===== config.mk =====
export PLATFORM = sky130hd
export DESIGN_NAME = pll_reset_sequencer
export DESIGN_NICKNAME = d
export VERILOG_FILES = /design/src/rtl/pll_reset_sequencer_pkg.sv /design/src/rtl/pll_reset_sequencer_sync_2ff.sv /design/src/rtl/pll_reset_sequencer.sv
export SDC_FILE = /design/constraint.sdc
export NUM_CORES = 1
export LEC_CHECK = 0
export BUFFER_PORTS_ARGS = -buffer_cell sky130_fd_sc_hd__buf_2
export CORE_ASPECT_RATIO = 0.5
export CORE_MARGIN = 4
export CORE_UTILIZATION = 40
export CTS_CLUSTER_DIAMETER = 150
export DETAILED_ROUTE_END_ITERATION = 6
export PLACE_DENSITY = 0.65
export REMOVE_ABC_BUFFERS = 1
export SYNTH_ARGS = -nofsm -noshare
export SYNTH_HDL_FRONTEND = slang
export SYNTH_SLANG_ARGS = --single-unit

===== constraint.sdc =====
create_clock -name clock_in -period 2.4 [get_ports clock_in]
set_clock_uncertainty 0.2 [all_clocks]
set_input_delay 0.24 -clock clock_in [delete_from_list [all_inputs] [get_ports clock_in]]
set_output_delay 0.24 -clock clock_in [all_outputs]
set_load 0.05 [all_outputs]

===== src/rtl/pll_reset_sequencer_pkg.sv =====
// Shared definitions for the PLL reset sequencer: debug state encodings,
// the state width, and a counter-width helper.
package pll_reset_sequencer_pkg;

  localparam int unsigned STATE_W = 3;

  // Values are the debug encoding visible on the state port.
  typedef enum logic [STATE_W-1:0] {
    StPllRst   = 3'd0,
    StWaitLock = 3'd1,
    StStable   = 3'd2,
    StRelease  = 3'd3,
    StRun      = 3'd4,
    StFault    = 3'd5
  } pll_state_e;

  // Bits needed to hold values 0..n (at least 1).
  function automatic int unsigned cnt_width(input int unsigned n);
    return (n == 0) ? 1 : $clog2(n + 1);
  endfunction

endpackage


===== src/rtl/pll_reset_sequencer_sync_2ff.sv =====
// Two-flop synchroniser for a single asynchronous level; resets to 0.
module sync_2ff (
  input  logic clk,
  input  logic reset,
  input  logic d,
  output logic q
);

  logic meta_q;
  logic sync_q;

  // Two back-to-back flops; output settles two edges after the input.
  always_ff @(posedge clk or posedge reset) begin
    if (reset) begin
      meta_q <= 1'b0;
      sync_q <= 1'b0;
    end else begin
      meta_q <= d;
      sync_q <= meta_q;
    end
  end

  assign q = sync_q;

endmodule


===== src/rtl/pll_reset_sequencer.sv =====
// PLL reset sequencer: holds the PLL in reset, waits for a qualified lock with
// timeout/retry, then releases downstream domain resets one at a time.
// Optional build macro PLL_LOCK_LOSS_COUNT_EN adds the lock_loss_count port.
module pll_reset_sequencer
  import pll_reset_sequencer_pkg::*;
#(
  parameter int unsigned RESET_CYCLES  = 16,
  parameter int unsigned LOCK_TIMEOUT  = 4096,
  parameter int unsigned STABLE_CYCLES = 256,
  parameter int unsigned NUM_DOMAINS   = 3,
  parameter int unsigned STAGGER       = 8,
  parameter int unsigned MAX_RETRIES   = 3,
  parameter int unsigned CNT_W         = 8,
  localparam int unsigned RC_W         = cnt_width(MAX_RETRIES)
) (
  input  logic                   clock_in,
  input  logic                   reset,
  input  logic                   restart,
  input  logic                   locked,
  output logic                   pll_resetb,
  output logic [NUM_DOMAINS-1:0] domain_reset,
  output logic                   ready,
  output logic                   fault,
  output logic [RC_W-1:0]        retry_count,
  output logic [STATE_W-1:0]     state
`ifdef PLL_LOCK_LOSS_COUNT_EN
  ,
  output logic [CNT_W-1:0]       lock_loss_count
`endif
);

  localparam int unsigned RstW  = cnt_width(RESET_CYCLES);
  localparam int unsigned TmrW  = cnt_width(LOCK_TIMEOUT);
  localparam int unsigned StabW = cnt_width(STABLE_CYCLES);
  localparam int unsigned RelW  = cnt_width(STAGGER);

  logic lock_s;

  sync_2ff u_lock_sync (
    .clk   (clock_in),
    .reset (reset),
    .d     (locked),
    .q     (lock_s)
  );

  pll_state_e             state_q, state_d;
  logic [RstW-1:0]        rst_cnt_q, rst_cnt_d;
  logic [TmrW-1:0]        tmr_q, tmr_d;
  logic [StabW-1:0]       stab_cnt_q, stab_cnt_d;
  logic [RelW-1:0]        rel_cnt_q, rel_cnt_d;
  logic [NUM_DOMAINS-1:0] dom_rst_q, dom_rst_d;
  logic [RC_W-1:0]        retry_q, retry_d;
  logic                   pll_resetb_q, pll_resetb_d;
  logic                   ready_q, ready_d;
  logic                   fault_q, fault_d;
  logic                   timeout;
  logic                   rel_tick;

  // Timer is checked with >= because it keeps running through STABLE.
  assign timeout  = (tmr_q >= TmrW'(LOCK_TIMEOUT - 1));
  assign rel_tick = (rel_cnt_q == RelW'(STAGGER - 1));

  // Next-state and retry bookkeeping; restart overrides everything else.
  always_comb begin
    state_d = state_q;
    retry_d = retry_q;
    if (restart) begin
      state_d = StPllRst;
      retry_d = '0;
    end else begin
      unique case (state_q)
        StPllRst: begin
          if (rst_cnt_q == RstW'(RESET_CYCLES - 1)) state_d = StWaitLock;
        end
        StWaitLock: begin
          if (lock_s) begin
            state_d = StStable;
          end else if (timeout) begin
            if (retry_q == RC_W'(MAX_RETRIES)) begin
              state_d = StFault;
            end else begin
              retry_d = retry_q + RC_W'(1);
              state_d = StPllRst;
            end
          end
        end
        StStable: begin
          if (!lock_s) begin
            state_d = StWaitLock;
          end else if (stab_cnt_q == StabW'(STABLE_CYCLES - 1)) begin
            state_d = StRelease;
          end
        end
        StRelease: begin
          if (!lock_s) begin
            state_d = StPllRst;
          end else if (dom_rst_q == '0) begin
            state_d = StRun;
            retry_d = '0;
          end
        end
        StRun: begin
          if (!lock_s) state_d = StPllRst;
        end
        StFault: state_d = StFault;
        default: state_d = StPllRst;
      endcase
    end
  end

  // Counters, release shifter and registered outputs derived from next state.
  always_comb begin
    rst_cnt_d = '0;
    if (!restart && state_q == StPllRst && state_d == StPllRst) begin
      rst_cnt_d = rst_cnt_q + RstW'(1);
    end

    tmr_d = '0;
    if (state_q == StWaitLock || state_q == StStable) begin
      tmr_d = (tmr_q == '1) ? tmr_q : tmr_q + TmrW'(1);
    end

    stab_cnt_d = '0;
    if (state_q == StStable && state_d == StStable) begin
      stab_cnt_d = stab_cnt_q + StabW'(1);
    end

    rel_cnt_d = '0;
    if (state_q == StRelease && state_d == StRelease && !rel_tick) begin
      rel_cnt_d = rel_cnt_q + RelW'(1);
    end

    dom_rst_d = '1;
    if (state_q == StRelease && state_d == StRelease) begin
      // Shifting in zeros from the bottom releases bit 0 first.
      dom_rst_d = rel_tick ? (dom_rst_q << 1) : dom_rst_q;
    end else if (state_d == StRun) begin
      dom_rst_d = '0;
    end

    pll_resetb_d = !(state_d == StPllRst || state_d == StFault);
    ready_d      = (state_d == StRun);
    fault_d      = (state_d == StFault);
  end

  // State and output registers.
  always_ff @(posedge clock_in or posedge reset) begin
    if (reset) begin
      state_q      <= StPllRst;
      rst_cnt_q    <= '0;
      tmr_q        <= '0;
      stab_cnt_q   <= '0;
      rel_cnt_q    <= '0;
      dom_rst_q    <= '1;
      retry_q      <= '0;
      pll_resetb_q <= 1'b0;
      ready_q      <= 1'b0;
      fault_q      <= 1'b0;
    end else begin
      state_q      <= state_d;
      rst_cnt_q    <= rst_cnt_d;
      tmr_q        <= tmr_d;
      stab_cnt_q   <= stab_cnt_d;
      rel_cnt_q    <= rel_cnt_d;
      dom_rst_q    <= dom_rst_d;
      retry_q      <= retry_d;
      pll_resetb_q <= pll_resetb_d;
      ready_q      <= ready_d;
      fault_q      <= fault_d;
    end
  end

  assign pll_resetb   = pll_resetb_q;
  assign domain_reset = dom_rst_q;
  assign ready        = ready_q;
  assign fault        = fault_q;
  assign retry_count  = retry_q;
  assign state        = state_q;

`ifdef PLL_LOCK_LOSS_COUNT_EN
  logic             lock_loss;
  logic [CNT_W-1:0] llc_q;

  assign lock_loss = !restart && !lock_s && (state_q == StRelease || state_q == StRun);

  // Saturating lock-loss counter; restart deliberately leaves it alone.
  always_ff @(posedge clock_in or posedge reset) begin
    if (reset) begin
      llc_q <= '0;
    end else if (lock_loss && llc_q != '1) begin
      llc_q <= llc_q + CNT_W'(1);
    end
  end

  assign lock_loss_count = llc_q;
`endif

endmodule


* After elaboration in Yosys (flattened, before gate mapping)
Index checks and enable logic that the tools add are counted.
** Storage, ports and cells
- Output and inout port bits :: 11
- Register bits after elaboration :: 44
- Input port bits :: 4
- Word-level logic and storage cells :: 80
** Operators by class
- Reduce and logical (&&, ||, !) cells :: 15
- Add/sub/neg operators :: 5
- Equal/unequal tests :: 21
- Magnitude comparators :: 1
- Multiplexer cells :: 26
** Operators with widths (number)
- 3-bit 2-to-1 mux :: 13
- 13-bit 2-to-1 mux :: 2
- 3-bit one-hot mux with 6 select lines :: 1
- 13-bit by 1-bit adder with 13-bit output (second input constant) :: 1
- 13-bit == test (second input constant) :: 1
- 13-bit by 12-bit >= comparator with 1-bit output (second input constant) :: 1
- 3-bit by 2-bit == test with 1-bit output (second input constant) :: 4
- 3-bit == test (second input constant) :: 4
- 2-bit 2-to-1 mux :: 6
- 3-bit != test (second input constant) :: 4
- 9-bit by 1-bit adder with 9-bit output (second input constant) :: 1
- 9-bit by 8-bit == test with 1-bit output (second input constant) :: 1
- 3-bit zero test :: 3
- 9-bit 2-to-1 mux :: 1
- 6-bit AND reduction :: 1
- 5-bit by 1-bit adder with 5-bit output (second input constant) :: 1
- 5-bit by 4-bit == test with 1-bit output (second input constant) :: 1
- 1-bit logical AND :: 5
- 5-bit 2-to-1 mux :: 1
- 4-bit by 1-bit adder with 4-bit output (second input constant) :: 1
- 4-bit by 3-bit == test with 1-bit output (second input constant) :: 1
- 4-bit 2-to-1 mux :: 1
- 2-bit != test (second input constant) :: 2
- 2-bit one-hot mux with 2 select lines :: 1
- other kinds (7) :: 10

* Longest topological paths before layout
- Depth in word-level cells :: 10
- Mapped depth :: 9
- Mapped depth without buffers :: 9

* Hierarchy
Synthesis repeated with hierarchy kept, for this count alone.
** Second synthesis, totals
- Cells, all modules :: 216
- Area, all modules :: 2233.4 µm²
** Modules (own cells, without submodules)
- pll_reset_sequencer :: cells an instance 213, sequential area each 1054.8 µm², instances 1, area each 2179.6 µm²
- sync_2ff :: cells an instance 3, sequential area each 50.0 µm², instances 1, area each 53.8 µm²

* Least setup slack after synthesis
No wires, ideal clock.
- Kind :: register to register
- From :: reg state_q[0], in the netlist state[0]
- To :: reg retry_q[0], in the netlist retry_count[0]
- Required time :: 2123 ps
- Clock period less this slack :: 2213 ps
- Path slack :: 187 ps
- Data arrival time :: 1936 ps
- Path buffers :: 1
- Setup time :: 77 ps
- Cell stages (with the launch flop) :: 7
- Cell sequence :: dfrtp_1 -> buf_2 -> or4b_4 -> nor2_2 -> o21ai_1 -> or3_1 -> a21oi_1
** On the way
- Cells in the longest elaborated chain, start to end :: 3
- Elaborated cells between the ends (all ways) :: 11
- Those cells by class :: eq/ne: 7; mux: 2; reduce/logical: 2
** RTL lines
- start: declaration :: line pll_reset_sequencer.sv:46 : pll_state_e state_q, state_d;
- start signal: assignment :: line pll_reset_sequencer.sv:149 : state_q <= StPllRst;
- start signal: assignment :: line pll_reset_sequencer.sv:160 : state_q <= state_d;
- 3-bit by 2-bit == test with 1-bit output / 3-bit by 1-bit == test with 1-bit output (equally long branches) :: line pll_reset_sequencer.sv:71 : unique case (state_q)
- 3-bit by 2-bit != test with 1-bit output (no source line), or another cell as far along
- 6-bit AND reduction (no source line) / 2-bit 2-to-1 mux (equally long branches)
- end signal: assignment :: line pll_reset_sequencer.sv:166 : retry_q <= retry_d;
- end: declaration :: line pll_reset_sequencer.sv:52 : logic [RC_W-1:0] retry_q, retry_d;
Several ways; a longest one is shown, not always the timed one.
A chain may end at the register's enable or synchronous reset.

* Worst setup path after layout
- From :: reg stab_cnt_q[0]
- To :: reg pll_resetb_q, in the netlist pll_resetb
** On the way
- Cells in the longest elaborated chain, start to end :: 8
- Elaborated cells between the ends (all ways) :: 9
- Those cells by class :: eq/ne: 2; mux: 4; reduce/logical: 3
** RTL lines
- start: declaration :: line pll_reset_sequencer.sv:49 : logic [StabW-1:0] stab_cnt_q, stab_cnt_d;
- start signal: assignment :: line pll_reset_sequencer.sv:163 : stab_cnt_q <= stab_cnt_d;
- 9-bit by 8-bit == test with 1-bit output * :: line pll_reset_sequencer.sv:90 : end else if (stab_cnt_q == StabW'(STABLE_CYCLES - 1)) begin
- 3-bit 2-to-1 mux * :: line pll_reset_sequencer.sv:90
- 3-bit 2-to-1 mux * :: line pll_reset_sequencer.sv:88 : if (!lock_s) begin
- 3-bit one-hot mux with 6 select lines * :: line pll_reset_sequencer.sv:71
- 3-bit 2-to-1 mux * :: line pll_reset_sequencer.sv:67 : if (restart) begin
- 3-bit == test / 3-bit zero test (equally long branches) :: line pll_reset_sequencer.sv:141 : pll_resetb_d = !(state_d == StPllRst || state_d == StFault);
- 1-bit logical OR * :: line pll_reset_sequencer.sv:141
- 1-bit zero test * :: line pll_reset_sequencer.sv:141
- net pll_resetb_d :: line pll_reset_sequencer.sv:53 : logic pll_resetb_q, pll_resetb_d;
- end signal: assignment :: line pll_reset_sequencer.sv:167 : pll_resetb_q <= pll_resetb_d;
- end: declaration :: line pll_reset_sequencer.sv:53
Mark *: on every way through the listed nets, which the timed path passes. The rest lies on a longest branch.

==> results.json <==
{
  "status": "finished, final reports clean",
  "path_class": "reg -> reg",
  "drt_iter0_markers": 61,
  "cp.arrival_ps": 2240,
  "postSynthCellCount": 214,
  "critPathMostFrequentCell": "ha_1",
  "final_common_cell": "dfrtp_1",
  "fin_util_pct": 49.6,
  "synth_edf_count": 0,
  "drt_first_pass_iters": 4,
  "p_leak_nw": 1.14,
  "num_antenna_cells": 0,
  "fin_crit_ps": 2240,
  "nNetsFinal": 251,
  "num_rows": 18,
  "cp.required_ps": 2400,
  "num_vias": 1599,
  "async_reset_ff_share_pct": 100,
  "seq_area_frac_synth_pct": 50.2,
  "clock.fmax_mhz": 447,
  "post-dp-hpwl_mm": 2.82,
  "max_cap_violations": 0,
  "synth_compound_area_share_pct": 9.61,
  "power_mw": 1.31,
  "gp_congestion": 0.726,
  "final_layout_size_suffix_gt1_share_pct": 19.5,
  "finalHoldViolCount": 0,
  "setup_viol": 0,
  "drc_errors": 0,
  "setup_ws_ps": 163,
  "htree_levels": 2,
  "die_h_microns": 60.4,
  "cts-root-buf": "clkbuf_8",
  "crit_path_cell_trace": "ha_1, nand3_1, nor2_1, and3_1, ha_1, o221ai_2, o211ai_1, or2_1, a211oi_1",
  "pre_cts_ws_ps": -6.20,
  "setup_tns_ps": 0,
  "cts_buffers": 5,
  "clk_pin_slew_ps": 80,
  "insertion_delay_ps": 300,
  "yosys.area.top_type": "dfrtp_1",
  "cts_tree": "done",
  "synthMuxAreaShare_pct": 1.42,
  "crit_family": "simple AND/OR/NAND/NOR gates",
  "grtUsageTotal_pct": 12.8,
  "design_area_sq_um": 2530,
  "ios": 15,
  "grt_pass1_vias": 1556,
  "clock-sinks": 44,
  "antenna_found_initial": 0,
  "portBuffers": 14,
  "ir_worst_vdd_v": 0.000308,
  "wl_per_cell_microns": 12.8,
  "area_growth_pct": 15.2,
  "grt_max_degree": 45,
  "avgViaCountPerCell": 5.14,
  "grt_pass1_wl_mm": 6.99,
  "die_area_sq_um": 6820,
  "start_util_pct": 43.0,
  "postPlaceCellArea_sq_um": 2390,
  "crit_buf_inv": 0,
  "die_w_microns": 113,
  "layout_common_cells": "dfrtp_1 (41), nor2_1 (31), buf_2 (14)",
  "ys_ff_latch": 44,
  "ys.flop_type": "dfrtp_1",
  "yosysWarnings": 0,
  "rsz0062_at_grt": "false",
  "yosys-top-cells-area": "dfrtp_1 (47%), nor2_1 (5.3%), ha_1 (4.0%)",
  "ant_nets": 0,
  "cts_setup_buffers": 0,
  "startpoint_type": "flop",
  "worst_slew_pin_slew_ps": 535,
  "timing.final.crit_share_pct": 93.2,
  "cts.path.max_buffers": 2,
  "synth_top_area_share_pct": 46.6,
  "max_slew_margin_pct": 64.0,
  "yosys.area_share.simple_pct": 24.5,
  "grt_overflow": 0,
  "drt_wl_total_mm": 3.97,
  "synth-adder-area-share_pct": 3.98,
  "worstSetupEndpointType": "flop",
  "crit_fanout": 3,
  "core-area_sq_um": 5110,
  "holdWs_ps": 154,
  "p_per_area_nw_per_um2": 518,
  "yosysUniqueCellTypes": 49,
  "netlist_area_sq_um": 2200,
  "slew_violations": 0,
  "hold_class": "reg -> reg",
  "syn_avg_cell_area_sq_um": 10.3,
  "max_stage_delay_ps": 380,
  "instances_no_fill": 311,
  "synth-xor-area-share_pct": 7.17,
  "synth_top_family_by_area": "simple AND/OR/NAND/NOR gates",
  "slowest_stage": "dfrtp_1",
  "dp.cells": 300
}
[sequential cells by signal, summed over array words and instances, names as in the netlist]
register            count
tmr_q                  13
stab_cnt_q              9
rst_cnt_q               5
rel_cnt_q               4
domain_reset            3
state                   3
retry_count             2
fault                   1
pll_resetb              1
ready                   1
u_lock_sync.meta_q      1
u_lock_sync.q           1
[worst register-to-register path, stage by stage, from the launching register on]
cell,delay [ps]
dfrtp_1,380
ha_1,220
nand3_1,120
nor2_1,80
and3_1,180
ha_1,180
o221ai_2,150
o211ai_1,170
or2_1,260
a211oi_1,210
[path summary, 6_finish.rpt]
| check | start | end | slack [ps] | depth (start not counted) |
|---|---|---|---|---|
| hold reg to reg | u_lock_sync.meta_q$_DFF_PP0_ | u_lock_sync.q$_DFF_PP0_ | 150 | 0 |
| setup / recovery | stab_cnt_q[0]$_DFF_PP0_ | pll_resetb$_DFF_PP0_ | 160 | 9 |
| min in group asynchronous | reset | retry_count[1]$_DFFE_PP0P_ | 410 | 4 |
| hold / removal | u_lock_sync.meta_q$_DFF_PP0_ | u_lock_sync.q$_DFF_PP0_ | 150 | 0 |
| setup reg to reg | stab_cnt_q[0]$_DFF_PP0_ | pll_resetb$_DFF_PP0_ | 160 | 9 |
| max in group asynchronous | reset | domain_reset[0]$_DFFE_PP1P_ | 1210 | 4 |
[where the power goes]
part	switching, mW	total, mW	internal (mW)	leakage, nW
Sequential	0.00618	0.759	0.752	0.596
Clock	0.248	0.478	0.230	0.0510
Combinational	0.0513	0.0755	0.0242	0.490
[repair_timing]
action,in CTS,in global routing
pin swaps,0,1
hold endpoints to repair,43,0
hold buffers,3,0
setup endpoints to repair,1,14
gates resized for setup,1,4
[cell usage after synthesis (all sizes together), types with 2 or more instances]
library cell / number
a2111oi: 2
a211oi: 3
a21o: 3
a21oi: 8
a22oi: 2
and2: 4
and3: 3
buf: 5
clkbuf: 2
dfrtp: 41
dfstp: 3
ha: 7
inv: 8
mux2i: 2
nand2: 13
nand2b: 2
nand3: 11
nand4: 3
nand4b: 2
nor2: 32
nor2b: 6
nor3: 7
nor4: 2
o21ai: 4
o21bai: 3
or2: 2
or3: 3
xnor2: 10
xor2: 8
[metal layers]
| layer | vias to the layer above | global-route usage (%) | part of all wire [%] | wire length (microns) |
|---|---|---|---|---|
| met2 | 17 | 22.9 | 48 | 1890 |
| met3 | 8 | 2.99 | 2.5 | 99 |
| met1 | 781 | 15.4 | 48 | 1900 |
| met5 | - | 0 | 0 | 0 |
| li1 | 793 | - | - | - |
| met4 | 0 | 5.65 | 1.9 | 76 |
[logic make-up (layout without fill, tap and decap cells)]
family	count (synthesis)	after routing
AND/OR/NAND/NOR	98	98
flip-flops	44	44
AO/OA/AOI/OAI	29	29
XOR/XNOR	18	18
buffers and inverters	15	42
adder cells (fa/ha/maj)	7	7
multiplexers	3	3
[area by class of cell]
type | instances | area [sq um]
flip-flops and latches | 44 | 1100
repair buffers | 26 | 168
inverters | 8 | 30.0
clock inverters | 2 | 10.0
clock buffers | 6 | 82.6
well taps | 70 | 87.6
fillers | 463 | 2580
multi-input cells | 155 | 1050
(Power assumes the default switching activity.)
